[src/rtl/pci_pkg.sv]
`default_nettype none
// ============================================================================
// Module      : pci_pkg
// Description : Shared PCI definitions: bus command codes, byte-enable
//               patterns, the MSI master state encoding and the PCI parity
//               function used by every block that drives AD/C/BE#.
// Revision    : 1.0 - initial release
// ============================================================================
package pci_pkg;

    // Bus commands as driven on C/BE# during an address phase
    localparam logic [3:0] CMD_MEM_WRITE = 4'b0111;
    localparam logic [3:0] CMD_DAC       = 4'b1101;

    // Byte-enable patterns for data phases / idle bus
    localparam logic [3:0] CBE_ALL_BYTES = 4'b0000;
    localparam logic [3:0] CBE_IDLE      = 4'b1111;

    // MSI master states
    typedef enum logic [2:0] {
        ST_IDLE    = 3'd0,
        ST_REQ     = 3'd1,
        ST_ADDR    = 3'd2,
        ST_ADDR_HI = 3'd3,
        ST_DATA    = 3'd4,
        ST_TURN    = 3'd5
    } msi_state_e;

    // PCI PAR covers AD[31:0] and C/BE#[3:0] (even parity over 36 bits)
    function automatic logic pci_parity(input logic [31:0] ad, input logic [3:0] cbe);
        return ^{ad, cbe};
    endfunction

endpackage
`default_nettype wire

[src/rtl/pci_msi_master_if.sv]
`default_nettype none
// ============================================================================
// Module      : pci_msi_master_if
// Description : PCI initiator-side bus bundle between the MSI master and the
//               shared pad drivers / arbiter.
//               master modport : the MSI master (drives REQ#, FRAME#, IRDY#,
//                                AD, C/BE#, PAR and their enables)
//               slave modport  : the bus side (arbiter grant, sampled
//                                FRAME#/IRDY#, target responses)
// Revision    : 1.0 - initial release
// ============================================================================
interface pci_msi_master_if;

    // bus -> master
    logic        gnt_n;
    logic        frame_n_i;
    logic        irdy_n_i;
    logic        trdy_n_i;
    logic        devsel_n_i;
    logic        stop_n_i;

    // master -> bus
    logic        req_n;
    logic        frame_n_o;
    logic        irdy_n_o;
    logic        ctl_oe;
    logic [31:0] ad_o;
    logic [3:0]  cbe_n_o;
    logic        ad_oe;
    logic        par_o;
    logic        par_oe;

    modport master (
        input  gnt_n, frame_n_i, irdy_n_i, trdy_n_i, devsel_n_i, stop_n_i,
        output req_n, frame_n_o, irdy_n_o, ctl_oe, ad_o, cbe_n_o, ad_oe,
               par_o, par_oe
    );

    modport slave (
        output gnt_n, frame_n_i, irdy_n_i, trdy_n_i, devsel_n_i, stop_n_i,
        input  req_n, frame_n_o, irdy_n_o, ctl_oe, ad_o, cbe_n_o, ad_oe,
               par_o, par_oe
    );

endinterface
`default_nettype wire

[src/rtl/pci_par_gen.sv]
`default_nettype none
// ============================================================================
// Module      : pci_par_gen
// Description : PCI parity generator. PAR lags AD/C/BE# by one clock, so
//               both the parity bit and its output enable are registered
//               copies of the previous cycle's AD/C/BE# and AD enable.
// Ports       : clk, rst        - clock, synchronous active-high reset
//               i_ad, i_cbe     - AD and C/BE# being driven this cycle
//               i_oe            - AD/C/BE# output enable this cycle
//               o_par, o_par_oe - PAR and its enable for the next cycle
// Revision    : 1.0 - initial release
// ============================================================================
module pci_par_gen
    import pci_pkg::*;
(
    input  wire         clk,
    input  wire         rst,
    input  wire  [31:0] i_ad,
    input  wire  [3:0]  i_cbe,
    input  wire         i_oe,
    output logic        o_par,
    output logic        o_par_oe
);

    always_ff @(posedge clk) begin
        if (rst) begin
            o_par    <= 1'b0;
            o_par_oe <= 1'b0;
        end else begin
            o_par    <= pci_parity(i_ad, i_cbe);
            o_par_oe <= i_oe;
        end
    end

endmodule
`default_nettype wire

[src/rtl/pci_msi_master.sv]
`default_nettype none
// ============================================================================
// Module      : pci_msi_master
// Description : PCI bus-master initiator that delivers MSI messages as
//               single-DWORD Memory Write transactions, with optional
//               dual-address cycle, target retry handling and master/target
//               abort reporting.
// Ports       : clk, rst            - PCI clock, synchronous active-high reset
//               msi_req             - one-cycle MSI request pulse
//               msi_enable          - MSI Enable from config space
//               bus_master_en       - Command register Bus Master bit
//               msi_address[61:0]   - message address bits [63:2]
//               msi_data[15:0]      - message data
//               bus                 - PCI initiator bundle (master modport)
//               msi_busy            - message pending or in flight
//               received_master_abort / received_target_abort - status pulses
// Revision    : 1.0 - initial release
// ============================================================================
module pci_msi_master
    import pci_pkg::*;
#(
    parameter int DEVSEL_TIMEOUT = 5,
    parameter int RETRY_LIMIT    = 16
) (
    input  wire                  clk,
    input  wire                  rst,
    input  wire                  msi_req,
    input  wire                  msi_enable,
    input  wire                  bus_master_en,
    input  wire  [61:0]          msi_address,
    input  wire  [15:0]          msi_data,
    pci_msi_master_if.master     bus,
    output logic                 msi_busy,
    output logic                 received_master_abort,
    output logic                 received_target_abort
);

    // Last DATA cycle index (counted from 0) at which DEVSEL# may still arrive
    localparam logic [7:0]  c_devsel_last   = 8'(DEVSEL_TIMEOUT - 1);
    localparam logic [15:0] c_retry_limit   = 16'(RETRY_LIMIT);
    localparam bit          c_retry_bounded = (RETRY_LIMIT != 0);

    msi_state_e  r_state;
    msi_state_e  w_next;

    logic        r_pending;
    logic [61:0] r_addr;
    logic [15:0] r_data;
    logic        r_dac;
    logic [7:0]  r_cnt;
    logic        r_devsel_seen;
    logic [15:0] r_retry_cnt;
    logic        r_master_abort;
    logic        r_target_abort;

    logic        w_accept;
    logic        w_bus_idle;
    logic        w_start;
    logic        w_success;
    logic        w_retry;
    logic        w_tabort;
    logic        w_mabort;
    logic        w_retry_drop;

    logic        w_req_n;
    logic        w_frame_n;
    logic        w_irdy_n;
    logic        w_ctl_oe;
    logic [31:0] w_ad;
    logic [3:0]  w_cbe_n;
    logic        w_ad_oe;
    logic        w_par;
    logic        w_par_oe;

    // ------------------------------------------------------------------------
    // Request qualification and target-response decode
    // ------------------------------------------------------------------------
    assign w_accept   = msi_req & msi_enable & bus_master_en;
    assign w_bus_idle = bus.frame_n_i & bus.irdy_n_i;
    assign w_start    = (r_state == ST_REQ) && (w_next == ST_ADDR);

    assign w_success  = ~bus.trdy_n_i & ~bus.devsel_n_i;
    assign w_retry    = ~bus.stop_n_i &  bus.trdy_n_i & ~bus.devsel_n_i;
    // Target abort is STOP# with DEVSEL# withdrawn after it had been claimed
    assign w_tabort   = ~bus.stop_n_i &  bus.devsel_n_i & r_devsel_seen;
    assign w_mabort   =  bus.devsel_n_i & ~r_devsel_seen & (r_cnt == c_devsel_last);

    assign w_retry_drop = c_retry_bounded && ((r_retry_cnt + 16'd1) == c_retry_limit);

    // ------------------------------------------------------------------------
    // State register
    // ------------------------------------------------------------------------
    always_ff @(posedge clk) begin
        if (rst) begin
            r_state <= ST_IDLE;
        end else begin
            r_state <= w_next;
        end
    end

    // ------------------------------------------------------------------------
    // Next state and bus outputs
    // ------------------------------------------------------------------------
    always_comb begin
        w_next    = r_state;
        w_req_n   = 1'b1;
        w_frame_n = 1'b1;
        w_irdy_n  = 1'b1;
        w_ctl_oe  = 1'b0;
        w_ad_oe   = 1'b0;
        w_ad      = 32'h0;
        w_cbe_n   = CBE_IDLE;

        case (r_state)
            ST_IDLE: begin
                // A same-cycle request bypasses the pending flag so REQ#
                // follows msi_req by a single clock
                if ((r_pending || w_accept) && bus_master_en) begin
                    w_next = ST_REQ;
                end
            end

            ST_REQ: begin
                w_req_n = 1'b0;
                if (!bus_master_en) begin
                    w_next = ST_IDLE;
                end else if (!bus.gnt_n && w_bus_idle) begin
                    w_next = ST_ADDR;
                end
            end

            ST_ADDR: begin
                w_frame_n = 1'b0;
                w_ctl_oe  = 1'b1;
                w_ad_oe   = 1'b1;
                w_ad      = {r_addr[29:0], 2'b00};
                w_cbe_n   = r_dac ? CMD_DAC : CMD_MEM_WRITE;
                w_next    = r_dac ? ST_ADDR_HI : ST_DATA;
            end

            ST_ADDR_HI: begin
                w_frame_n = 1'b0;
                w_ctl_oe  = 1'b1;
                w_ad_oe   = 1'b1;
                w_ad      = r_addr[61:30];
                w_cbe_n   = CMD_MEM_WRITE;
                w_next    = ST_DATA;
            end

            ST_DATA: begin
                // Single-DWORD burst: FRAME# is released with IRDY# asserted
                w_irdy_n = 1'b0;
                w_ctl_oe = 1'b1;
                w_ad_oe  = 1'b1;
                w_ad     = {16'h0, r_data};
                w_cbe_n  = CBE_ALL_BYTES;
                if (w_success || w_retry || w_tabort || w_mabort) begin
                    w_next = ST_TURN;
                end
            end

            ST_TURN: begin
                // Drive FRAME#/IRDY# high for one clock before tri-stating
                w_ctl_oe = 1'b1;
                w_next   = ST_IDLE;
            end

            default: begin
                w_next = ST_IDLE;
            end
        endcase
    end

    // ------------------------------------------------------------------------
    // Pending flag, message latches, DEVSEL timer, retry counter, pulses
    // ------------------------------------------------------------------------
    always_ff @(posedge clk) begin
        if (rst) begin
            r_pending      <= 1'b0;
            r_addr         <= 62'h0;
            r_data         <= 16'h0;
            r_dac          <= 1'b0;
            r_cnt          <= 8'h0;
            r_devsel_seen  <= 1'b0;
            r_retry_cnt    <= 16'h0;
            r_master_abort <= 1'b0;
            r_target_abort <= 1'b0;
        end else begin
            r_master_abort <= 1'b0;
            r_target_abort <= 1'b0;

            if (w_start) begin
                r_pending <= 1'b0;
                r_addr    <= msi_address;
                r_data    <= msi_data;
                r_dac     <= |msi_address[61:30];
            end

            if ((r_state == ST_ADDR) || (r_state == ST_ADDR_HI)) begin
                r_cnt         <= 8'h0;
                r_devsel_seen <= 1'b0;
            end

            if (r_state == ST_DATA) begin
                r_cnt <= r_cnt + 8'd1;
                if (!bus.devsel_n_i) begin
                    r_devsel_seen <= 1'b1;
                end

                if (w_success) begin
                    r_retry_cnt <= 16'h0;
                end else if (w_retry) begin
                    if (w_retry_drop) begin
                        r_pending   <= 1'b0;
                        r_retry_cnt <= 16'h0;
                    end else begin
                        r_pending   <= 1'b1;
                        r_retry_cnt <= r_retry_cnt + 16'd1;
                    end
                end else if (w_tabort) begin
                    r_target_abort <= 1'b1;
                    r_retry_cnt    <= 16'h0;
                end else if (w_mabort) begin
                    r_master_abort <= 1'b1;
                    r_retry_cnt    <= 16'h0;
                end
            end

            // New requests win over any clear so none is lost; repeated
            // requests simply coalesce into one further message
            if (w_accept) begin
                r_pending <= 1'b1;
            end
        end
    end

    // ------------------------------------------------------------------------
    // Parity
    // ------------------------------------------------------------------------
    pci_par_gen u_par_gen (
        .clk      (clk),
        .rst      (rst),
        .i_ad     (w_ad),
        .i_cbe    (w_cbe_n),
        .i_oe     (w_ad_oe),
        .o_par    (w_par),
        .o_par_oe (w_par_oe)
    );

    // ------------------------------------------------------------------------
    // Outputs
    // ------------------------------------------------------------------------
    assign bus.req_n     = w_req_n;
    assign bus.frame_n_o = w_frame_n;
    assign bus.irdy_n_o  = w_irdy_n;
    assign bus.ctl_oe    = w_ctl_oe;
    assign bus.ad_o      = w_ad;
    assign bus.cbe_n_o   = w_cbe_n;
    assign bus.ad_oe     = w_ad_oe;
    assign bus.par_o     = w_par;
    assign bus.par_oe    = w_par_oe;

    assign msi_busy              = r_pending || (r_state != ST_IDLE);
    assign received_master_abort = r_master_abort;
    assign received_target_abort = r_target_abort;

endmodule
`default_nettype wire

[src/flat_wrapper.sv]
// flat-port wrapper written by rule: the top's interface ports become plain ports
module pci_msi_master_flat import pci_pkg::*;
#(
    parameter int DEVSEL_TIMEOUT = 5,
    parameter int RETRY_LIMIT    = 16
)
  (clk, rst, msi_req, msi_enable, bus_master_en, msi_address, msi_data, msi_busy, received_master_abort, received_target_abort, bus_gnt_n, bus_frame_n_i, bus_irdy_n_i, bus_trdy_n_i, bus_devsel_n_i, bus_stop_n_i, bus_req_n, bus_frame_n_o, bus_irdy_n_o, bus_ctl_oe, bus_ad_o, bus_cbe_n_o, bus_ad_oe, bus_par_o, bus_par_oe);
  pci_msi_master_if bus_i ();
  input  wire clk;
  input  wire rst;
  input  wire msi_req;
  input  wire msi_enable;
  input  wire bus_master_en;
  input  wire  [61:0] msi_address;
  input  wire  [15:0] msi_data;
  output logic msi_busy;
  output logic received_master_abort;
  output logic received_target_abort;
  input wire logic [$bits(bus_i.gnt_n)-1:0] bus_gnt_n;
  input wire logic [$bits(bus_i.frame_n_i)-1:0] bus_frame_n_i;
  input wire logic [$bits(bus_i.irdy_n_i)-1:0] bus_irdy_n_i;
  input wire logic [$bits(bus_i.trdy_n_i)-1:0] bus_trdy_n_i;
  input wire logic [$bits(bus_i.devsel_n_i)-1:0] bus_devsel_n_i;
  input wire logic [$bits(bus_i.stop_n_i)-1:0] bus_stop_n_i;
  output wire logic [$bits(bus_i.req_n)-1:0] bus_req_n;
  output wire logic [$bits(bus_i.frame_n_o)-1:0] bus_frame_n_o;
  output wire logic [$bits(bus_i.irdy_n_o)-1:0] bus_irdy_n_o;
  output wire logic [$bits(bus_i.ctl_oe)-1:0] bus_ctl_oe;
  output wire logic [$bits(bus_i.ad_o)-1:0] bus_ad_o;
  output wire logic [$bits(bus_i.cbe_n_o)-1:0] bus_cbe_n_o;
  output wire logic [$bits(bus_i.ad_oe)-1:0] bus_ad_oe;
  output wire logic [$bits(bus_i.par_o)-1:0] bus_par_o;
  output wire logic [$bits(bus_i.par_oe)-1:0] bus_par_oe;
  assign bus_i.gnt_n = bus_gnt_n;
  assign bus_i.frame_n_i = bus_frame_n_i;
  assign bus_i.irdy_n_i = bus_irdy_n_i;
  assign bus_i.trdy_n_i = bus_trdy_n_i;
  assign bus_i.devsel_n_i = bus_devsel_n_i;
  assign bus_i.stop_n_i = bus_stop_n_i;
  assign bus_req_n = bus_i.req_n;
  assign bus_frame_n_o = bus_i.frame_n_o;
  assign bus_irdy_n_o = bus_i.irdy_n_o;
  assign bus_ctl_oe = bus_i.ctl_oe;
  assign bus_ad_o = bus_i.ad_o;
  assign bus_cbe_n_o = bus_i.cbe_n_o;
  assign bus_ad_oe = bus_i.ad_oe;
  assign bus_par_o = bus_i.par_o;
  assign bus_par_oe = bus_i.par_oe;
  pci_msi_master #(.DEVSEL_TIMEOUT(DEVSEL_TIMEOUT), .RETRY_LIMIT(RETRY_LIMIT)) u_core (.clk(clk), .rst(rst), .msi_req(msi_req), .msi_enable(msi_enable), .bus_master_en(bus_master_en), .msi_address(msi_address), .msi_data(msi_data), .bus(bus_i), .msi_busy(msi_busy), .received_master_abort(received_master_abort), .received_target_abort(received_target_abort));
endmodule
[config.mk]
export PLATFORM = sky130hd
export DESIGN_NAME = pci_msi_master_flat
export DESIGN_NICKNAME = d
export VERILOG_FILES = /design/src/rtl/pci_pkg.sv /design/src/rtl/pci_msi_master_if.sv /design/src/rtl/pci_par_gen.sv /design/src/rtl/pci_msi_master.sv /design/src/flat_wrapper.sv
export SDC_FILE = /design/constraint.sdc
export NUM_CORES = 1
export LEC_CHECK = 0
export ABC_CLOCK_PERIOD_IN_PS = 2500
export CAP_MARGIN = 20
export CORE_ASPECT_RATIO = 2
export CORE_UTILIZATION = 42
export CTS_BUF_LIST = sky130_fd_sc_hd__clkbuf_4 sky130_fd_sc_hd__clkbuf_8 sky130_fd_sc_hd__clkbuf_16
export DETAILED_ROUTE_END_ITERATION = 10
export GPL_TIMING_DRIVEN = 0
export PLACE_DENSITY_LB_ADDON = 0.05
export SYNTH_ARGS = -nofsm -noshare
export SYNTH_HDL_FRONTEND = slang
export SYNTH_HIERARCHICAL = 1
export SYNTH_SLANG_ARGS = --single-unit
[constraint.sdc]
create_clock -name clk -period 2.5 [get_ports clk]
set_input_delay 0.625 -clock clk [delete_from_list [all_inputs] [get_ports clk]]
set_output_delay 0.625 -clock clk [all_outputs]
set_load 0.01 [all_outputs]
; ---- Word level (Yosys, flattened, before mapping)
; Cells that the tools add are included.
[word_totals]
ff_bits = 112
latch_bits = 0
mem_bits_rw = 0
mem_bits_ro = 0
inputBits = 89
output_inout_bits = 46
wordCells = 91
memories = 0
[classes]
add_sub_neg = 2
n_mul = 0
div_mod_pow = 0
magnitude_cmp = 0
eq_ne = 8
n_shift = 0
n_mux = 32
n_bitwise = 15
n_reduce_logical = 22
[ops]
columns = cell, n
row1 = $pmux W32 S3, 1
row2 = $mux W16, 5
row3 = $reduce_xor A36 Y1, 1
row4 = $reduce_or A32 Y1, 1
row5 = $add A16 B1 Y16 const B, 1
row6 = $eq A16 B5 Y1 const B, 1
row7 = $mux W1, 16
row8 = $mux W8, 2
row9 = $mux W3, 5
row10 = $pmux W3 S5, 1
row11 = $pmux W4 S3, 1
row12 = $and A1 B1 Y1, 10
row13 = $eq A3 B2 Y1 const B, 3
row14 = $add A8 B1 Y8 const B, 1
row15 = $eq A8 B3 Y1 const B, 1
row16 = $reduce_or A4 Y1, 2
row17 = $eq A3 B3 Y1 const B, 2
row18 = $logic_or A1 B1 Y1, 6
row19 = $not A1 Y1, 5
row20 = $reduce_or A5 Y1, 1
row21 = $mux W4, 1
row22 = $reduce_bool A4 Y1, 1
row23 = $eq A3 B1 Y1 const B, 1
row24 = $logic_and A1 B1 Y1, 3
row25 = 7 further kinds, 7

; ---- Logic depth before layout (Yosys ltp)
[logic_depth]
word_depth = 15
depth_mapped = 11
ltp_nobuf = 9

; ---- Hierarchy
; The synthesis kept the hierarchy.
[modules_own_cells]
columns = module, instances, cells_per_inst, area_per_inst_um2, seq_area_each_um2
row1 = pci_msi_master, 1, 672, 5134.9, 2202.1
row2 = pci_par_gen, 1, 38, 379.1, 40.0

; ---- Worst setup path after synthesis
; OpenSTA, ideal clock, no wires.
[synth_timing]
path_type = reg2reg
startpoint = register u_core.r_state[1]
endpoint = register u_core.u_par_gen.o_par
setup_time_ns = 0.121
arrival_ns = 2.710
required_ns = 2.379
slack_ns = -0.331
path_stages_with_launch = 10
path_buffers = 1
synth_period_minus_slack_ns = 2.831
cell_sequence = dfxtp_1 > nor2b_1 > clkinv_1 > clkbuf_1 > o21ai_0 > xor2_1 > xnor2_1 > xnor2_1 > xnor3_1 > mux2_4
[synth_between]
elab_chain_cells = 3
elab_cells_between_ends = 6
cone_classes = 3 x eq/ne / 2 x mux / 1 x reduce/logical
[synth_rtl]
columns = item, line_no
row1 = start: declaration, pci_msi_master.sv:43  ; msi_state_e r_state;
row2 = start signal: assignment, pci_msi_master.sv:97  ; r_state <= w_next;
row3 = $eq A3 B3 Y1 / $eq A3 B2 Y1 (equally long branches), pci_msi_master.sv:114  ; case (r_state)
row4 = $pmux W32 S3 (*), pci_msi_master.sv:114
row5 = net bus_ad_o[6], flat_wrapper.sv:29  ; output wire logic [$bits(bus_i.ad_o)-1:0] bus_ad_o;
row6 = $reduce_xor A36 Y1 (*), pci_pkg.sv:31  ; return ^{ad, cbe};
row7 = end signal: assignment, pci_par_gen.sv:30  ; o_par <= pci_parity(i_ad, i_cbe);
row8 = end: declaration, pci_par_gen.sv:21  ; output logic o_par,
; The timed path passes the listed nets; every way through them passes the cells marked *.
; A chain may end at the register's enable or synchronous reset.

; ---- Worst setup path in the final report
[layout_timing]
startpoint = register u_core.r_state[1]
endpoint = register u_core.u_par_gen.o_par
[layout_between]
elab_chain_cells = 3
elab_cells_between_ends = 6
cone_classes = 3 x eq/ne / 2 x mux / 1 x reduce/logical
[layout_rtl]
columns = item, line_no
row1 = $eq A3 B3 Y1 / $eq A3 B2 Y1 (equally long branches), pci_msi_master.sv:114
row2 = $pmux W4 S3 / $pmux W32 S3 (equally long branches), pci_msi_master.sv:114
row3 = $reduce_xor A36 Y1 (*), pci_pkg.sv:31
; Every way passes the cells marked *; elsewhere a longest branch is shown, timed or not.

==> impl_results.md <==
- Post-Syn Nets: 802
- Final non-filler cell total: 1023
- Synth Flop Type: dfxtp_1
- Initial antenna violation count: 0
- Share of cells above drive strength 1: 14.1%
- Final setup viols: 0
- Initial Utilization: 43.4%
- CTS max path bufs: 2
- Slew Viols, Final: 0
- Worst slack at placement: -0.525 ns
- Slowest stage cell, crit path: xnor3_1
- Outcome: finished, final reports clean
- Synth unique cells: 62
- Max Clock Freq: approximately 0.4 GHz
- Number of vias per cell: 5.49
- CP Launch Type: flip-flop
- Cell leakage power: roughly 2.7 nW
- RSZ-0062 raised after global routing: true
- Tmin final: ~2.5 ns
- Inserted Diodes: 0
- CP max FO: 10
- Placed Instances: 994
- Area contributors post-synth: dfxtp_1 41%, nand2_1 13%, a21oi_1 8.1%
- Routed WL: 17800 um
- Sequential area share after synthesis: about two fifths
- CTS Hold Bufs: 0
- Largest net degree at the start of global routing: 20
- H-tree depth: 3
- Die area: 13600 um2
- Remaining antenna violation count: 0
- CP cell instances: nor2b_4, clkinv_4, clkbuf_8, nor2_2, xor2_1, xnor2_1, xnor2_1, xnor3_1, mux2_4
- Clk slew on worst S/H paths: approximately 0.070 ns
- 1st-iter DRT viols: 242
- Critical path type: reg2reg
- Total CTS buffers: 9
- DRC errors left: 0
- Seq cells post-synth: 112
- Vias: roughly 5600
- CP endpoint kind: flip-flop
- Die Span Y: 164 um
- Most frequent CP cell: xnor2_1
- Root Buffer: clkbuf_16
- Vias in the first global route: 5838
- Worst-margin pin slew: approximately 0.73 ns
- CP peak stage delay: 0.46 ns
- Wirelength per Cell: about 17 um
- Yosys top cell area share: 40.7%
- Clock Skew: 0.00620 ns
- VDD IR max: 0.366 mV
- Critical Path RT: 2.74 ns
- First-pass iteration count of the detailed router: 7
- Min-Delay Path Class: reg2reg
- Area leader, netlist: dfxtp_1
- PortBufs: 134
- Synthesis-to-layout area growth: 41.8%
- Post-Syn Area: 5510 um2
- Syn Area/Cell: 7.77 um2
- Worst hold slack: about 0.46 ns
- Ys Warns: 6
- CP arrival: 2.70 ns
- Setup ws final: 0.0380 ns
- Core area: 12700 um2
- Fin crit share: 98.5%
- Mapped Cells: 710
- PwrDens: 446 nW/um2
- Clk sink count: 112
- Std cell rows: 58
- First-pass GRT wire length: 28300 um
- Final hold vios: 0
- Count leader, synth: nand2_1
- Die X: 83.0 um
- Overflow after GRT: 0
- Number of synthesized flops with an enable pin: 0
- Worst slew margin relative to its limit: 50.9%
- HPWL Detailed: 13800 um
- Gr usage total: 26.4%
- Gpl congestion: 0.898
- CTS tree: built
- Nets: 960
- Top cells by count, synth: 190 x nand2_1, 112 x dfxtp_1, 89 x a21oi_1
- Clk_lat worst skew: between 0.3 and 0.4 ns
- Max-cap viol count: 0
- Async set-reset flop share out of synthesis: 0%
- Top-level port count: 135
- Filler Cells Inserted: between 1000 and 1500
[per-stage QoR]
| step | power, mW | util, % | setup TNS, ns | cell area (um2) |
|---|---|---|---|---|
| floorplan | 1.92 | - | 0 | 5550 |
| global placement | 2.11 | 55.8 | -28.72 | 7080 |
| detailed placement | 2.11 | 55.8 | -30.44 | 7080 |
| CTS | 3.51 | 60.6 | -0.0678 | 7690 |
| global route | 3.60 | 61.6 | -0.0428 | 7820 |
| finish | 3.49 | 61.6 | 0 | 7820 |
[final timing paths]
path                                   startpoint                      to  cells after the start  slack (ns)
worst min register to register   u_core/r_addr[3]        u_core/r_addr[3]                      2        0.46
worst max-delay path            u_core/r_state[1]  u_core/u_par_gen/o_par                      9        0.04
worst min-delay path             u_core/r_addr[3]        u_core/r_addr[3]                      2        0.46
worst max register to register  u_core/r_state[1]  u_core/u_par_gen/o_par                      9        0.04
[placed cells by master, fill, tap and decap left out, types with 3 or more instances in the layout]
cell	netlist	final
nand2_1	190	184
dfxtp_1	112	109
clkdlybuf4s50_1	0	95
a21oi_1	89	89
nor2_1	55	38
xnor2_1	31	29
dlygate4sd2_1	0	28
clkbuf_1	33	27
mux2i_1	30	23
nand3_1	20	18
buf_4	1	15
nor2_2	1	15
clkbuf_16	0	12
nor4_1	13	12
inv_1	9	8
o21ai_2	0	8
nand4_1	8	8
o21ai_0	21	7
nor3_1	6	6
clkbuf_8	2	5
o21ai_4	0	5
mux2i_2	0	5
nand2_2	0	5
and3_1	5	5
nor4b_1	5	5
clkinv_4	0	4
dlymetal6s2s_1	0	4
nor2_4	1	4
buf_6	2	4
a31oi_1	5	4
nor2b_1	4	3
nand2b_1	3	3
buf_2	4	3
nand3_2	1	3
o41ai_1	3	3
a22o_1	3	3
a22oi_1	3	3
xor2_1	3	3
[sequential cells by signal (all words and copies together) (netlist names), 3 cells and up]
name,cells
u_core/r_addr,62
u_core/r_cnt,8
u_core/r_data,16
u_core/r_retry_cnt,16
u_core/r_state,3
[layer usage]
layer,vias to the layer above,part of all wire [%],global-route usage (%)
met5,-,0,0
met4,0,4.3,15.7
met3,44,3.1,3.07
met2,173,57,52.6
met1,2655,35,25.3
li1,2746,-,-
[cells by family (layout without fill, tap and decap cells)]
kind of cell             Yosys count  count (layout)  synth area share (%)
AND/OR/NAND/NOR                  329             329                  26.9
AO/OA/AOI/OAI                    141             141                  14.8
buffers and inverters             56             219                  4.61
multiplexers                      33              33                  6.13
XOR/XNOR                          36              36                  6.22
adder cells (fa/ha/maj)            3               3                 0.681
flip-flops                       112             112                  40.7
[where the power goes]
part	leakage [nW]	internal (mW)	switching (mW)	total (mW)
Sequential	0.904	1.79	0.00494	1.79
Combinational	1.67	0.174	0.122	0.296
Clock	0.143	0.723	0.675	1.40
[worst max-delay path: cells and delay by family (launching register included)]
| family | cells | cell delay (ns) |
|---|---|---|
| xor+xnor | 4 | 1.02 |
| flops | 1 | 0.39 |
| simple gates | 2 | 0.34 |
| buf+inv | 2 | 0.30 |
| mux | 1 | 0.30 |
[timing repair]
action                                  4_1_cts  5_1_grt
gates cloned                                  0        0
hold endpoints to repair                      0        0
buffers inserted                              8        6
resized for setup                           117       27
endpoints found under the setup margin       55       18
pin swaps                                    11       10
[area by class of cell]
class,instances,area (um2),share of cell area (%)
repair buffers,148,1420,18.2
well taps,150,188,2.40
flip-flops and latches,112,2250,28.7
inverters,10,42.5,0.544
plain buffers,45,342,4.37
clock inverters,5,40.0,0.512
multi-input cells,542,3290,42.1
clock buffers,11,246,3.15
(Power assumes the default switching activity.)
